$ cat config.mk
export PLATFORM = sky130hd
export DESIGN_NAME = ps2_key_decoder
export DESIGN_NICKNAME = d
export VERILOG_FILES = /design/src/rtl/ps2_key_decoder.sv
export SDC_FILE = /design/constraint.sdc
export NUM_CORES = 1
export LEC_CHECK = 0
export ABC_AREA = 1
export BUFFER_PORTS_ARGS = -buffer_cell sky130_fd_sc_hd__buf_2
export CAP_MARGIN = 10
export CORE_MARGIN = 2
export CORE_UTILIZATION = 45
export CTS_BUF_LIST = sky130_fd_sc_hd__clkbuf_16
export DETAILED_ROUTE_END_ITERATION = 16
export GPL_TIMING_DRIVEN = 0
export PLACE_DENSITY = 0.76
export SYNTH_ARGS = -nofsm -noshare
export SYNTH_HDL_FRONTEND = slang
export SYNTH_SLANG_ARGS = --single-unit
$ cat constraint.sdc
create_clock -name clk -period 6.4 [get_ports clk]
set_clock_uncertainty 0.2 [all_clocks]
set_input_delay 1.28 -clock clk [delete_from_list [all_inputs] [get_ports clk]]
set_output_delay 1.28 -clock clk [all_outputs]
set_load 0.01 [all_outputs]
$ cat src/rtl/ps2_key_decoder.sv
// Pops PS/2 set-2 scancodes from the keyboard FIFO and tracks the held key, shift state,
// make/break/extended prefixes and a keypress count, with an ASCII view of the held key.
module ps2_key_decoder #(
   parameter int CNT_W = 8
) (
   input  logic             clk,
   input  logic             rst,
   input  logic [7:0]       kbd_data,
   input  logic             kbd_ready,
   input  logic             kbd_overflow,
   output logic             kbd_nextdata_n,
   output logic             key_valid,
   output logic [7:0]       key_code,
   output logic             key_ext,
   output logic [7:0]       key_ascii,
   output logic             key_repeat,
   output logic             shift_held,
   output logic [CNT_W-1:0] press_cnt,
   output logic             overflow_flag
);

   typedef enum logic {IDLE, DECODE} state_t;

   localparam logic [7:0] CODE_BRK    = 8'hF0;
   localparam logic [7:0] CODE_EXT    = 8'hE0;
   localparam logic [7:0] CODE_LSHIFT = 8'h12;
   localparam logic [7:0] CODE_RSHIFT = 8'h59;

   state_t           state_q, state_d;
   logic [7:0]       byte_q, byte_d;
   logic             nextdata_n_q, nextdata_n_d;
   logic             break_pend_q, break_pend_d;
   logic             ext_pend_q, ext_pend_d;
   logic             key_valid_q, key_valid_d;
   logic [7:0]       key_code_q, key_code_d;
   logic             key_ext_q, key_ext_d;
   logic             key_repeat_q, key_repeat_d;
   logic             shift_held_q, shift_held_d;
   logic [CNT_W-1:0] press_cnt_q, press_cnt_d;
   logic             overflow_q, overflow_d;

   // Lowercase letters are folded to uppercase afterwards when shift is held.
   function automatic logic [7:0] ascii_lut(input logic [7:0] code, input logic shift);
      logic [7:0] a;
      a = 8'h00;
      case (code)
         8'h1C: a = 8'h61;  8'h32: a = 8'h62;  8'h21: a = 8'h63;  8'h23: a = 8'h64;
         8'h24: a = 8'h65;  8'h2B: a = 8'h66;  8'h34: a = 8'h67;  8'h33: a = 8'h68;
         8'h43: a = 8'h69;  8'h3B: a = 8'h6A;  8'h42: a = 8'h6B;  8'h4B: a = 8'h6C;
         8'h3A: a = 8'h6D;  8'h31: a = 8'h6E;  8'h44: a = 8'h6F;  8'h4D: a = 8'h70;
         8'h15: a = 8'h71;  8'h2D: a = 8'h72;  8'h1B: a = 8'h73;  8'h2C: a = 8'h74;
         8'h3C: a = 8'h75;  8'h2A: a = 8'h76;  8'h1D: a = 8'h77;  8'h22: a = 8'h78;
         8'h35: a = 8'h79;  8'h1A: a = 8'h7A;
         8'h45: a = 8'h30;  8'h16: a = 8'h31;  8'h1E: a = 8'h32;  8'h26: a = 8'h33;
         8'h25: a = 8'h34;  8'h2E: a = 8'h35;  8'h36: a = 8'h36;  8'h3D: a = 8'h37;
         8'h3E: a = 8'h38;  8'h46: a = 8'h39;
         8'h29: a = 8'h20;  8'h5A: a = 8'h0D;
         default: a = 8'h00;
      endcase
      if (shift && (a >= 8'h61) && (a <= 8'h7A)) a = a - 8'h20;
      return a;
   endfunction

   always_comb begin
      state_d      = state_q;
      byte_d       = byte_q;
      nextdata_n_d = 1'b1;
      break_pend_d = break_pend_q;
      ext_pend_d   = ext_pend_q;
      key_valid_d  = key_valid_q;
      key_code_d   = key_code_q;
      key_ext_d    = key_ext_q;
      key_repeat_d = 1'b0;
      shift_held_d = shift_held_q;
      press_cnt_d  = press_cnt_q;
      overflow_d   = overflow_q | kbd_overflow;
      case (state_q)
         IDLE: begin
            if (kbd_ready) begin
               byte_d       = kbd_data;
               nextdata_n_d = 1'b0;
               state_d      = DECODE;
            end
         end
         DECODE: begin
            state_d = IDLE;
            if (byte_q == CODE_BRK) begin
               break_pend_d = 1'b1;
            end else if (byte_q == CODE_EXT) begin
               ext_pend_d = 1'b1;
            end else begin
               if (break_pend_q) begin
                  if (byte_q == CODE_LSHIFT || byte_q == CODE_RSHIFT) begin
                     shift_held_d = 1'b0;
                  end else if (byte_q == key_code_q && ext_pend_q == key_ext_q) begin
                     key_valid_d = 1'b0;
                  end
               end else if ((byte_q == CODE_LSHIFT || byte_q == CODE_RSHIFT) && !ext_pend_q) begin
                  shift_held_d = 1'b1;
               end else if (key_valid_q && byte_q == key_code_q && ext_pend_q == key_ext_q) begin
                  key_repeat_d = 1'b1;
               end else begin
                  key_code_d  = byte_q;
                  key_ext_d   = ext_pend_q;
                  key_valid_d = 1'b1;
                  press_cnt_d = press_cnt_q + CNT_W'(1);
               end
               break_pend_d = 1'b0;
               ext_pend_d   = 1'b0;
            end
         end
         default: state_d = IDLE;
      endcase
   end

   always_ff @(posedge clk) begin
      if (rst) begin
         state_q      <= IDLE;
         nextdata_n_q <= 1'b1;
         break_pend_q <= 1'b0;
         ext_pend_q   <= 1'b0;
         key_valid_q  <= 1'b0;
         key_code_q   <= 8'h00;
         key_ext_q    <= 1'b0;
         key_repeat_q <= 1'b0;
         shift_held_q <= 1'b0;
         press_cnt_q  <= '0;
         overflow_q   <= 1'b0;
      end else begin
         state_q      <= state_d;
         nextdata_n_q <= nextdata_n_d;
         break_pend_q <= break_pend_d;
         ext_pend_q   <= ext_pend_d;
         key_valid_q  <= key_valid_d;
         key_code_q   <= key_code_d;
         key_ext_q    <= key_ext_d;
         key_repeat_q <= key_repeat_d;
         shift_held_q <= shift_held_d;
         press_cnt_q  <= press_cnt_d;
         overflow_q   <= overflow_d;
      end
   end

   // The latched byte is only consumed in DECODE, so it needs no reset.
   always_ff @(posedge clk) begin
      byte_q <= byte_d;
   end

   assign kbd_nextdata_n = nextdata_n_q;
   assign key_valid      = key_valid_q;
   assign key_code       = key_code_q;
   assign key_ext        = key_ext_q;
   assign key_repeat     = key_repeat_q;
   assign shift_held     = shift_held_q;
   assign press_cnt      = press_cnt_q;
   assign overflow_flag  = overflow_q;
   assign key_ascii      = (key_valid_q && !key_ext_q) ? ascii_lut(key_code_q, shift_held_q) : 8'h00;

endmodule
==> results.toml <==
[placed_design]
dp_cells = 496
numPortBuffers = 40
dp_hpwl_mm = 4.59
gp_congestion = 0.867

[die]
num_rows = 27
coreArea_um2 = 5570
die_x_um = 80.6
die-area_um2 = 6500
die_h_um = 80.6
pin_count = 42
initial_utilization_pct = 47.4

[worst_setup_path]
critical_path_class = "flip-flop to primary output"
worst_setup_path_end_kind = "primary output"
critical_path.slowest_cell = "dfxtp_1"
critPathRequiredTime_ns = 4.92
crit_arrival_ns = 1.96
cp_cell_sequence = "inv_1, clkbuf_1, nand2_1, nand2_1, o2111ai_1, a41o_1, o211ai_1, inv_1, buf_2"
crit_path_max_fanout = 10
crit_path_start_kind = "flip-flop"
rrSetupSlack_ns = 3.38
worst_path_largest_cell_delay_ns = 0.32
timing.rr.start = "byte_q[0]"
ff2ff_path_depth = 20

[cts]
clockBufferDepth = 2
cts_tree = "built"
cts_hold_buf = 0
root_buffer = "clkbuf_16"
cts_buffers = 5
htreeDepth = 2
clock_latency_ns = 0.28
clock_sinks = 40
cts_resized = 0
post_cts_buffers = 0
clk_pin_slew_ns = 0.06

[final_layout]
post-route-util_pct = 55.5
stdcell_count = 504
area_growth_pct = 17.2
n_antenna_cell = 0
drive_gt1_share_pct = 20.1
nFillCells = 532
seqCellArea_um2 = 881
multi_input_area_um2 = 1480
nNetsFinal = 450

[sta]
slew_viol_final = 0
slew_headroom_pct = 52.7
layout_min_cycle_time_ns = 3.44
rsz0062_at_grt = "no"
fin_setup_tns_ns = 0
post-route-period-util_pct = 53.8
worst_pin_slew_ns = 0.706
max_freq_mhz = 290
setup_violations = 0
hold_viol_final = 0

[logic_synthesis]
syn_avg_cell_area_um2 = 6.88
synthMostInstantiatedCell = "nand2_1"
yosys.area.top_type = "dfxtp_1"
async_reset_ff_share_pct = 0
syn_inst = 384
synth_nets = 403
synth_enable_flop_cells = 8
synth_ff_type = "dfxtp_1"
synth.distinct_cells = 43
postSynthRegisterBits = 40
synth_area_um2 = 2640
yosysWarnings = 0
ys_seq_area_share_pct = 33.4
synth_area_leaders = "dfxtp_1 24%, nand2_1 19%, edfxtp_1 9.1%"
synth_commonest_cells = "131 x nand2_1, 43 x inv_1, 37 x nand3_1"
yosysTopAreaCellShare_pct = 24.3

[global_route]
track_usage_pct = 19.4
grt_max_degree = 14
grt_pass1_vias = 2242
antenna_found_initial = 0
grt_remaining_overflow = 0
grt_pass1_wl_mm = 9.87

[run]
drv_cap = 0

[run_status]
status = "finished clean"

[detailed_routing]
remaining_drc_errors = 0
postRouteAntennaNets = 0
drtIter0Drc = 115
wirelength_mm = 5.98
vias = 2541
vias_per_cell = 5.04
wl_per_cell_um = 11.9
first_pass_iters = 4

[power]
irDropWorstVdd_v = 0.000175
p_leak_nw = 1.58
powerDensity_nw_per_um2 = 221

[min_path]
holdCritStartpoint = "break_pend_q"
hp-class = "flip-flop to flip-flop"
min_to = "key_valid"
hold_depth = 1
==> cells by family after synthesis <==
group / Yosys count / share of synthesized area (%)
simple gates: 241 / 44.3
buf+inv: 60 / 10.5
flops: 40 / 33.4
compound gates: 31 / 6.87
fa+ha+maj: 7 / 3.32
xor+xnor: 5 / 1.66
==> per-layer routing <==
layer  track usage, %  vias up  share of wire, %
met3             3.60        8               6.8
met1             24.8     1124                47
met4             6.27        0               1.4
li1                 -     1324                 -
met2             32.7       85                45
met5                0        -                 0
==> worst max path at each step <==
stage                startpoint            to  slack (ns)
global route        key_code[7]  key_ascii[6]        2.78
CTS                 key_code[7]  key_ascii[6]        2.96
finish              key_code[7]  key_ascii[6]        2.96
detailed placement          rst     flip-flop        3.00
global placement            rst     flip-flop        3.05
floorplan                   rst     flip-flop        3.39
==> cell usage in the layout (no fill, tap or decap), drive strengths merged <==
| cell type | count |
|---|---|
| nand4 | 4 |
| nor4 | 1 |
| xnor2 | 5 |
| clkbuf | 9 |
| a21boi | 1 |
| nor2 | 43 |
| nand3 | 45 |
| ha | 7 |
| inv | 51 |
| a211oi | 1 |
| a31oi | 1 |
| nor3b | 3 |
| a41o | 1 |
| a21oi | 12 |
| o2111ai | 1 |
| o21ai | 11 |
| edfxtp | 8 |
| nor3 | 6 |
| dfxtp | 32 |
| o211ai | 2 |
| and2 | 1 |
| o31ai | 1 |
| and3 | 1 |
| or2 | 1 |
| buf | 45 |
| clkinv | 3 |
| nand2 | 136 |
==> area by class of cell <==
cell class	instances	area share, %
buffer	8	2.43
sequential	40	28.5
clock buffer	6	4.85
timing repair buffer	40	6.47
inverter	52	6.55
tap	72	2.91
clock inverter	2	0.405
multi-input combinational	284	47.9
==> critical path: cells and delay by family (launching register included) <==
family | cells | cell delay [ns]
buffers and inverters | 4 | 0.60
AO/OA/AOI/OAI | 3 | 0.54
flip-flops | 1 | 0.32
AND/OR/NAND/NOR | 2 | 0.23
==> through the flow <==
stage | hold slack (ns) | setup WS, ns | cell area (µm²) | power (mW)
4_1_cts | 0.269 | 2.96 | 3090 | 0.685
3_3_place_gp | 0.242 | 3.05 | 2930 | 0.417
3_5_place_dp | 0.260 | 3.00 | 2930 | 0.420
2_1_floorplan | 0.236 | 3.39 | 2640 | 0.387
6_report | 0.267 | 2.96 | 3090 | 0.682
5_1_grt | 0.293 | 2.78 | 3090 | 0.718
==> where the power goes <==
group / total (mW) / internal, mW / switching [mW]
clock network: 0.266 / 0.167 / 0.0991
registers: 0.284 / 0.271 / 0.0127
logic: 0.132 / 0.0476 / 0.0842
total: 0.682 / 0.486 / 0.196
Note: power is estimated with default switching activity, not from simulation.
